$ cat src/rtl/pwm_duty_ramp_if.sv
// pwm_duty_ramp_if: target handshake, ramp controls and duty/status outputs of the duty ramp
interface pwm_duty_ramp_if #(
  parameter int DUTY_W = 4,
  parameter int DIV_W  = 8
);
  logic              tick;
  logic              enable;
  logic [DUTY_W-1:0] target_duty;
  logic              target_valid;
  logic              target_ready;
  logic [DIV_W-1:0]  step_div;
  logic [DUTY_W-1:0] duty;
  logic              busy;
  logic              done;
  modport master (
    output tick, enable, target_duty, target_valid, step_div,
    input  target_ready, duty, busy, done
  );
  modport slave (
    input  tick, enable, target_duty, target_valid, step_div,
    output target_ready, duty, busy, done
  );
endinterface

$ cat src/rtl/pwm_duty_ramp.sv
// pwm_duty_ramp: slews a PWM duty one LSB per (step_div+1) accepted ticks toward a handshaked target
module pwm_duty_ramp #(
  parameter int DUTY_W = 4,
  parameter int DIV_W  = 8
) (
  input logic           clk,
  input logic           rst,
  pwm_duty_ramp_if.slave bus
);
  typedef enum logic [1:0] {IDLE, RAMP, PAUSE} state_t;
  state_t            state, state_n;
  logic [DUTY_W-1:0] tgt, tgt_n, duty_q, duty_n;
  logic [DIV_W-1:0]  div, div_n, presc, presc_n;
  logic              done_q, done_n, busy_q, ready_q;
  assign bus.duty         = duty_q;
  assign bus.done         = done_q & rst;
  assign bus.busy         = busy_q & rst;
  assign bus.target_ready = ready_q & rst;
  always_comb begin
    state_n = state;
    tgt_n   = tgt;
    div_n   = div;
    presc_n = presc;
    duty_n  = duty_q;
    done_n  = 1'b0;
    case (state)
      IDLE: if (bus.target_valid && ready_q) begin
        tgt_n   = bus.target_duty;
        div_n   = bus.step_div;
        presc_n = '0;
        done_n  = bus.target_duty == duty_q;
        state_n = done_n ? IDLE : RAMP;
      end
      RAMP: if (!bus.enable) state_n = PAUSE;
      else if (bus.tick) begin
        // a step is only taken while duty != tgt, so duty can never wrap
        if (presc == div) begin
          presc_n = '0;
          duty_n  = tgt > duty_q ? duty_q + 1'b1 : duty_q - 1'b1;
          done_n  = duty_n == tgt;
          state_n = done_n ? IDLE : RAMP;
        end else presc_n = presc + 1'b1;
      end
      PAUSE: state_n = bus.enable ? RAMP : PAUSE;
      default: state_n = IDLE;
    endcase
  end
  always_ff @(posedge clk) begin
    if (!rst) begin
      state   <= IDLE;
      tgt     <= '0;
      div     <= '0;
      presc   <= '0;
      duty_q  <= '0;
      done_q  <= 1'b0;
      busy_q  <= 1'b0;
      ready_q <= 1'b0;
    end else begin
      state   <= state_n;
      tgt     <= tgt_n;
      div     <= div_n;
      presc   <= presc_n;
      duty_q  <= duty_n;
      done_q  <= done_n;
      busy_q  <= state_n != IDLE;
      ready_q <= state_n == IDLE;
    end
  end
endmodule
$ cat src/flat_wrapper.sv
// flat-port wrapper written by rule: the top's interface ports become plain ports
module pwm_duty_ramp_flat 
#(
  parameter int DUTY_W = 4,
  parameter int DIV_W  = 8
)
  (clk, rst, bus_tick, bus_enable, bus_target_duty, bus_target_valid, bus_step_div, bus_target_ready, bus_duty, bus_busy, bus_done);
  pwm_duty_ramp_if #(.DUTY_W(DUTY_W), .DIV_W(DIV_W)) bus_i ();
  input logic clk;
  input logic rst;
  input wire logic [$bits(bus_i.tick)-1:0] bus_tick;
  input wire logic [$bits(bus_i.enable)-1:0] bus_enable;
  input wire logic [$bits(bus_i.target_duty)-1:0] bus_target_duty;
  input wire logic [$bits(bus_i.target_valid)-1:0] bus_target_valid;
  input wire logic [$bits(bus_i.step_div)-1:0] bus_step_div;
  output wire logic [$bits(bus_i.target_ready)-1:0] bus_target_ready;
  output wire logic [$bits(bus_i.duty)-1:0] bus_duty;
  output wire logic [$bits(bus_i.busy)-1:0] bus_busy;
  output wire logic [$bits(bus_i.done)-1:0] bus_done;
  assign bus_i.tick = bus_tick;
  assign bus_i.enable = bus_enable;
  assign bus_i.target_duty = bus_target_duty;
  assign bus_i.target_valid = bus_target_valid;
  assign bus_i.step_div = bus_step_div;
  assign bus_target_ready = bus_i.target_ready;
  assign bus_duty = bus_i.duty;
  assign bus_busy = bus_i.busy;
  assign bus_done = bus_i.done;
  pwm_duty_ramp #(.DUTY_W(DUTY_W), .DIV_W(DIV_W)) u_core (.clk(clk), .rst(rst), .bus(bus_i));
endmodule
$ cat config.mk
export PLATFORM = sky130hd
export DESIGN_NAME = pwm_duty_ramp_flat
export DESIGN_NICKNAME = d
export VERILOG_FILES = /design/src/rtl/pwm_duty_ramp_if.sv /design/src/rtl/pwm_duty_ramp.sv /design/src/flat_wrapper.sv
export SDC_FILE = /design/constraint.sdc
export NUM_CORES = 1
export LEC_CHECK = 0
export CORE_MARGIN = 2
export CORE_UTILIZATION = 53
export DETAILED_ROUTE_END_ITERATION = 7
export GPL_TIMING_DRIVEN = 0
export HOLD_SLACK_MARGIN = 0.03
export PLACE_DENSITY_LB_ADDON = 0.25
export SYNTH_ARGS = -nofsm -noshare
export SYNTH_HDL_FRONTEND = slang
export SYNTH_SLANG_ARGS = --single-unit
$ cat constraint.sdc
create_clock -name clk -period 3.5 [get_ports clk]
set_clock_uncertainty 0.05 [all_clocks]
set_input_delay 0.7 -clock clk [delete_from_list [all_inputs] [get_ports clk]]
set_output_delay 0.7 -clock clk [all_outputs]
set_load 0.01 [all_outputs]
==> results.md <==
- The flow ran to the end, and the final reports show no timing, DRC or antenna violations.
- After detailed routing, the number of remaining DRC violations is 0.
- Routability-driven placement finished with a final weighted congestion of 0.849.
- The number of max-slew violations in the final report is 0.
- The net total in the final layout is between 200 and 250.
- The maximum root-to-sink buffer count is 2.
- The final number of setup-violating endpoints is 0.
- The power per unit of standard cell area is 407 nW/um^2.
- CTS built an H-tree with a depth of 2.
- In this run, post-CTS hold repair placed 0 buffers.
- The via count of the first global-routing pass is roughly 1200.
- The area enclosed by the die boundary is 3540 sq um.
- The HPWL after detailed placement is 2450 um.
- 0 antenna diodes ended up in the layout.
- The worst setup slack for register-to-register paths is 600 ps.
- The first global-routing pass estimated 5330 um of wire.
- For the pin with the worst max-slew slack, the measured transition is between 400 and 500 ps.
- The post-CTS setup buffer count is 0.
- The initial antenna violation count was 0.
- The overall power consumption is 0.809 mW.
- The finished cells cover 1990 sq um.
- The number of endpoints with negative hold slack in the final report is 0.
- Derived from the worst setup path, the maximum achievable clock frequency is 336 MHz.
- The total wire length after detailed routing is 3160 um.
- The classification of the worst-slack hold path is flip-flop to flip-flop.
- Clock tree synthesis found a total of 29 sinks.
- In the layout the commonest cells are sky130_fd_sc_hd__nand2_1 (30), sky130_fd_sc_hd__dfxtp_1 (29), sky130_fd_sc_hd__clkdlybuf4s50_1 (23), sky130_fd_sc_hd__xnor2_1 (20), sky130_fd_sc_hd__nor2_1 (16).
- The clock tree from TritonCTS is built.
- The total leakage power is 0.723 nW.
- The core footprint is 2980 sq um.
- The number of standard cells after synthesis is 182.
- The element type at the critical path start is an input port.
- The horizontal extent of the die is a little under 60 um.
- The final critical-path required period is about 3000 ps.
- The number of buffers added on ports is 23.
- For this run, the share of the core covered by cells in the final layout is 0.668.
- The clock slew seen by the registers of the worst setup and hold paths is 90 ps.
- The layout overhead on the synthesized area is 21.9%.
- Measured along the y axis, the die boundary spans 59.5 um.
- In this run the worst path has a maximum fanout of 10.
- The top-level port count is 24.
- The tree is rooted in a sky130_fd_sc_hd__clkbuf_4.
- The total number of vias is approximately 1300.
- By startpoint and endpoint, the worst setup path is classified as input port to output pin.
- After synthesis, the cell types taking the most area are sky130_fd_sc_hd__dfxtp_1 (36%), sky130_fd_sc_hd__xnor2_1 (11%), sky130_fd_sc_hd__nand2_1 (6.9%).
- The total area of sequential cells is 581 sq um.
- The synthesized design spends more area on one cell type than any other, namely sky130_fd_sc_hd__dfxtp_1.
- Synthesis inferred 29 register bits.
- The later pin in the worst-skew pair is clocked with a latency of ~340 ps.
- The yosys synthesis warning count is 0.
- In this run, the number of DRC markers left after iteration 0 of detailed routing was 36.
- Final hold analysis gives a worst-case slack of approximately 420 ps.
- The total clock buffers created by CTS is 5.
- The overall track demand over capacity in global routing is 0.204.
- Of the cells placed in the final design, the portion with a size suffix greater than 1 is 0.117.
- For the worst setup path, the data required time is 2750 ps.
- The most common cell after layout, fill and taps aside is sky130_fd_sc_hd__nand2_1.
- The antenna violation net count after detailed routing is 0.
- Headroom to the max-slew limit came out at 0.715.
- The arrival time at the worst endpoint is around 2200 ps.
- Synthesis instantiated 41 different standard cells from the library.
- The number of resized instances in the post-cts repair step is 0.
- The placed cell area is 1900 sq um.
- IR analysis of the VDD net gives a maximum drop of 0.346 mV.
- The share of the yosys chip area belonging to registers is 0.356.
- The kind of end point of the critical path is an output pin.
- The share of the synthesized area in the top cell type is 0.356.
- The pre-antenna-repair detailed-routing pass consisted of 4 iterations.
- Using the TritonRoute via totals, the vias-per-cell ratio works out to about 5.3.
- The starting density of the core is 0.548.
- The average routed wire per standard cell is 12.8 um.
- Dividing the final minimum period by the clock period gives 0.850.
- The placement row count is 20.
- Entering global routing, the biggest net connects 11 pins.
- The layout filler cell count is 244.
- The mapped netlist covers 1630 sq um.
- The max-capacitance violation count is 0.
- The sum of negative setup slack is 0 ps.
- Setup repair after global routing left no endpoint under its margin.
- The total grt overflow is 0.
- Synthesis produced a netlist with a net count of 207.
- The multi-input combinational cells in the finished layout cover a total of 986 sq um.
- A synthesized cell averages roughly 9 sq um.
## power breakdown
group,switching (mW),internal [mW],leakage (nW)
combinational,0.0843,0.0796,0.442
sequential,0.0115,0.343,0.235
clock,0.120,0.170,0.0455
## registers in the layout, indices dropped and copies added, names as in the netlist
signal	cells
u_core.bus.duty	4
u_core.busy_q	1
u_core.div	8
u_core.done_q	1
u_core.presc	8
u_core.ready_q	1
u_core.state	2
u_core.tgt	4
## Yosys cell counts
cell	number
sky130_fd_sc_hd__nand2_1	30
sky130_fd_sc_hd__dfxtp_1	29
sky130_fd_sc_hd__xnor2_1	20
sky130_fd_sc_hd__nor2_1	16
sky130_fd_sc_hd__a21oi_1	13
sky130_fd_sc_hd__inv_1	8
sky130_fd_sc_hd__and2_1	7
sky130_fd_sc_hd__ha_1	7
sky130_fd_sc_hd__clkbuf_1	4
sky130_fd_sc_hd__nand4_1	4
sky130_fd_sc_hd__xor2_1	4
sky130_fd_sc_hd__a21o_1	3
sky130_fd_sc_hd__nand3_2	3
sky130_fd_sc_hd__a21oi_4	2
sky130_fd_sc_hd__and4_1	2
sky130_fd_sc_hd__and4_4	2
sky130_fd_sc_hd__mux2i_1	2
sky130_fd_sc_hd__nor2b_4	2
sky130_fd_sc_hd__nor3_1	2
sky130_fd_sc_hd__a211oi_1	1
sky130_fd_sc_hd__a211oi_2	1
sky130_fd_sc_hd__a21oi_2	1
sky130_fd_sc_hd__a311oi_2	1
sky130_fd_sc_hd__a32o_1	1
sky130_fd_sc_hd__and3_1	1
sky130_fd_sc_hd__buf_2	1
sky130_fd_sc_hd__buf_6	1
sky130_fd_sc_hd__clkinv_1	1
sky130_fd_sc_hd__fa_1	1
sky130_fd_sc_hd__nand3_1	1
sky130_fd_sc_hd__nand3b_1	1
sky130_fd_sc_hd__nor3_2	1
sky130_fd_sc_hd__nor3b_1	1
sky130_fd_sc_hd__o211ai_1	1
sky130_fd_sc_hd__o211ai_2	1
sky130_fd_sc_hd__o21ai_0	1
sky130_fd_sc_hd__o22ai_1	1
sky130_fd_sc_hd__o31ai_1	1
sky130_fd_sc_hd__or3_1	1
sky130_fd_sc_hd__xnor2_2	1
sky130_fd_sc_hd__xnor2_4	1
## kinds of logic after synthesis
group / after synthesis / share of synthesized area
DFF: 29 / 0.356
xor gates and xnor gates: 26 / 0.156
AOI/OAI and AO/OA: 28 / 0.130
and+or+nand+nor: 74 / 0.240
muxes: 2 / 0.0123
adders and majority gates: 8 / 0.0659
buffers and inverters: 15 / 0.0399
## per-layer routing
layer  vias to the layer above  track usage  share of wire
met2                        23        0.325           0.48
met1                       602        0.249           0.46
li1                        672            -              -
met5                         -            0              0
met4                         0       0.0909          0.017
met3                         6       0.0677          0.042
## final timing paths
kind / to / from / depth (start not counted)
max: bus_target_ready / rst / 4
min: u_core.tgt[0] / u_core.tgt[0] / 2
max reg2reg: u_core.ready_q / u_core.bus.duty[1] / 12
min reg2reg: u_core.tgt[0] / u_core.tgt[0] / 2
## metrics by stage
stage | cells | setup WS (ps)
floorplan | 182 | 820
detailed placement | 238 | 528
finish | 246 | 527
CTS | 246 | 521
global placement | 238 | 540
global route | 246 | 401
## worst max-delay path: stages
cell and delay [ps]:
sky130_fd_sc_hd__clkdlybuf4s50_1 490, sky130_fd_sc_hd__clkbuf_1 320, sky130_fd_sc_hd__and2_1 180, sky130_fd_sc_hd__clkdlybuf4s50_1 530
## final cells by class
class                      instances  share of cell area
clock inverter                     1              0.0151
multi-input combinational        138               0.496
inverter                           9              0.0170
sequential                        29               0.292
tap                               33              0.0208
timing repair buffer              23               0.116
buffer                             6              0.0157
clock buffer                       7              0.0277
Power figures use the tool's default switching activity.
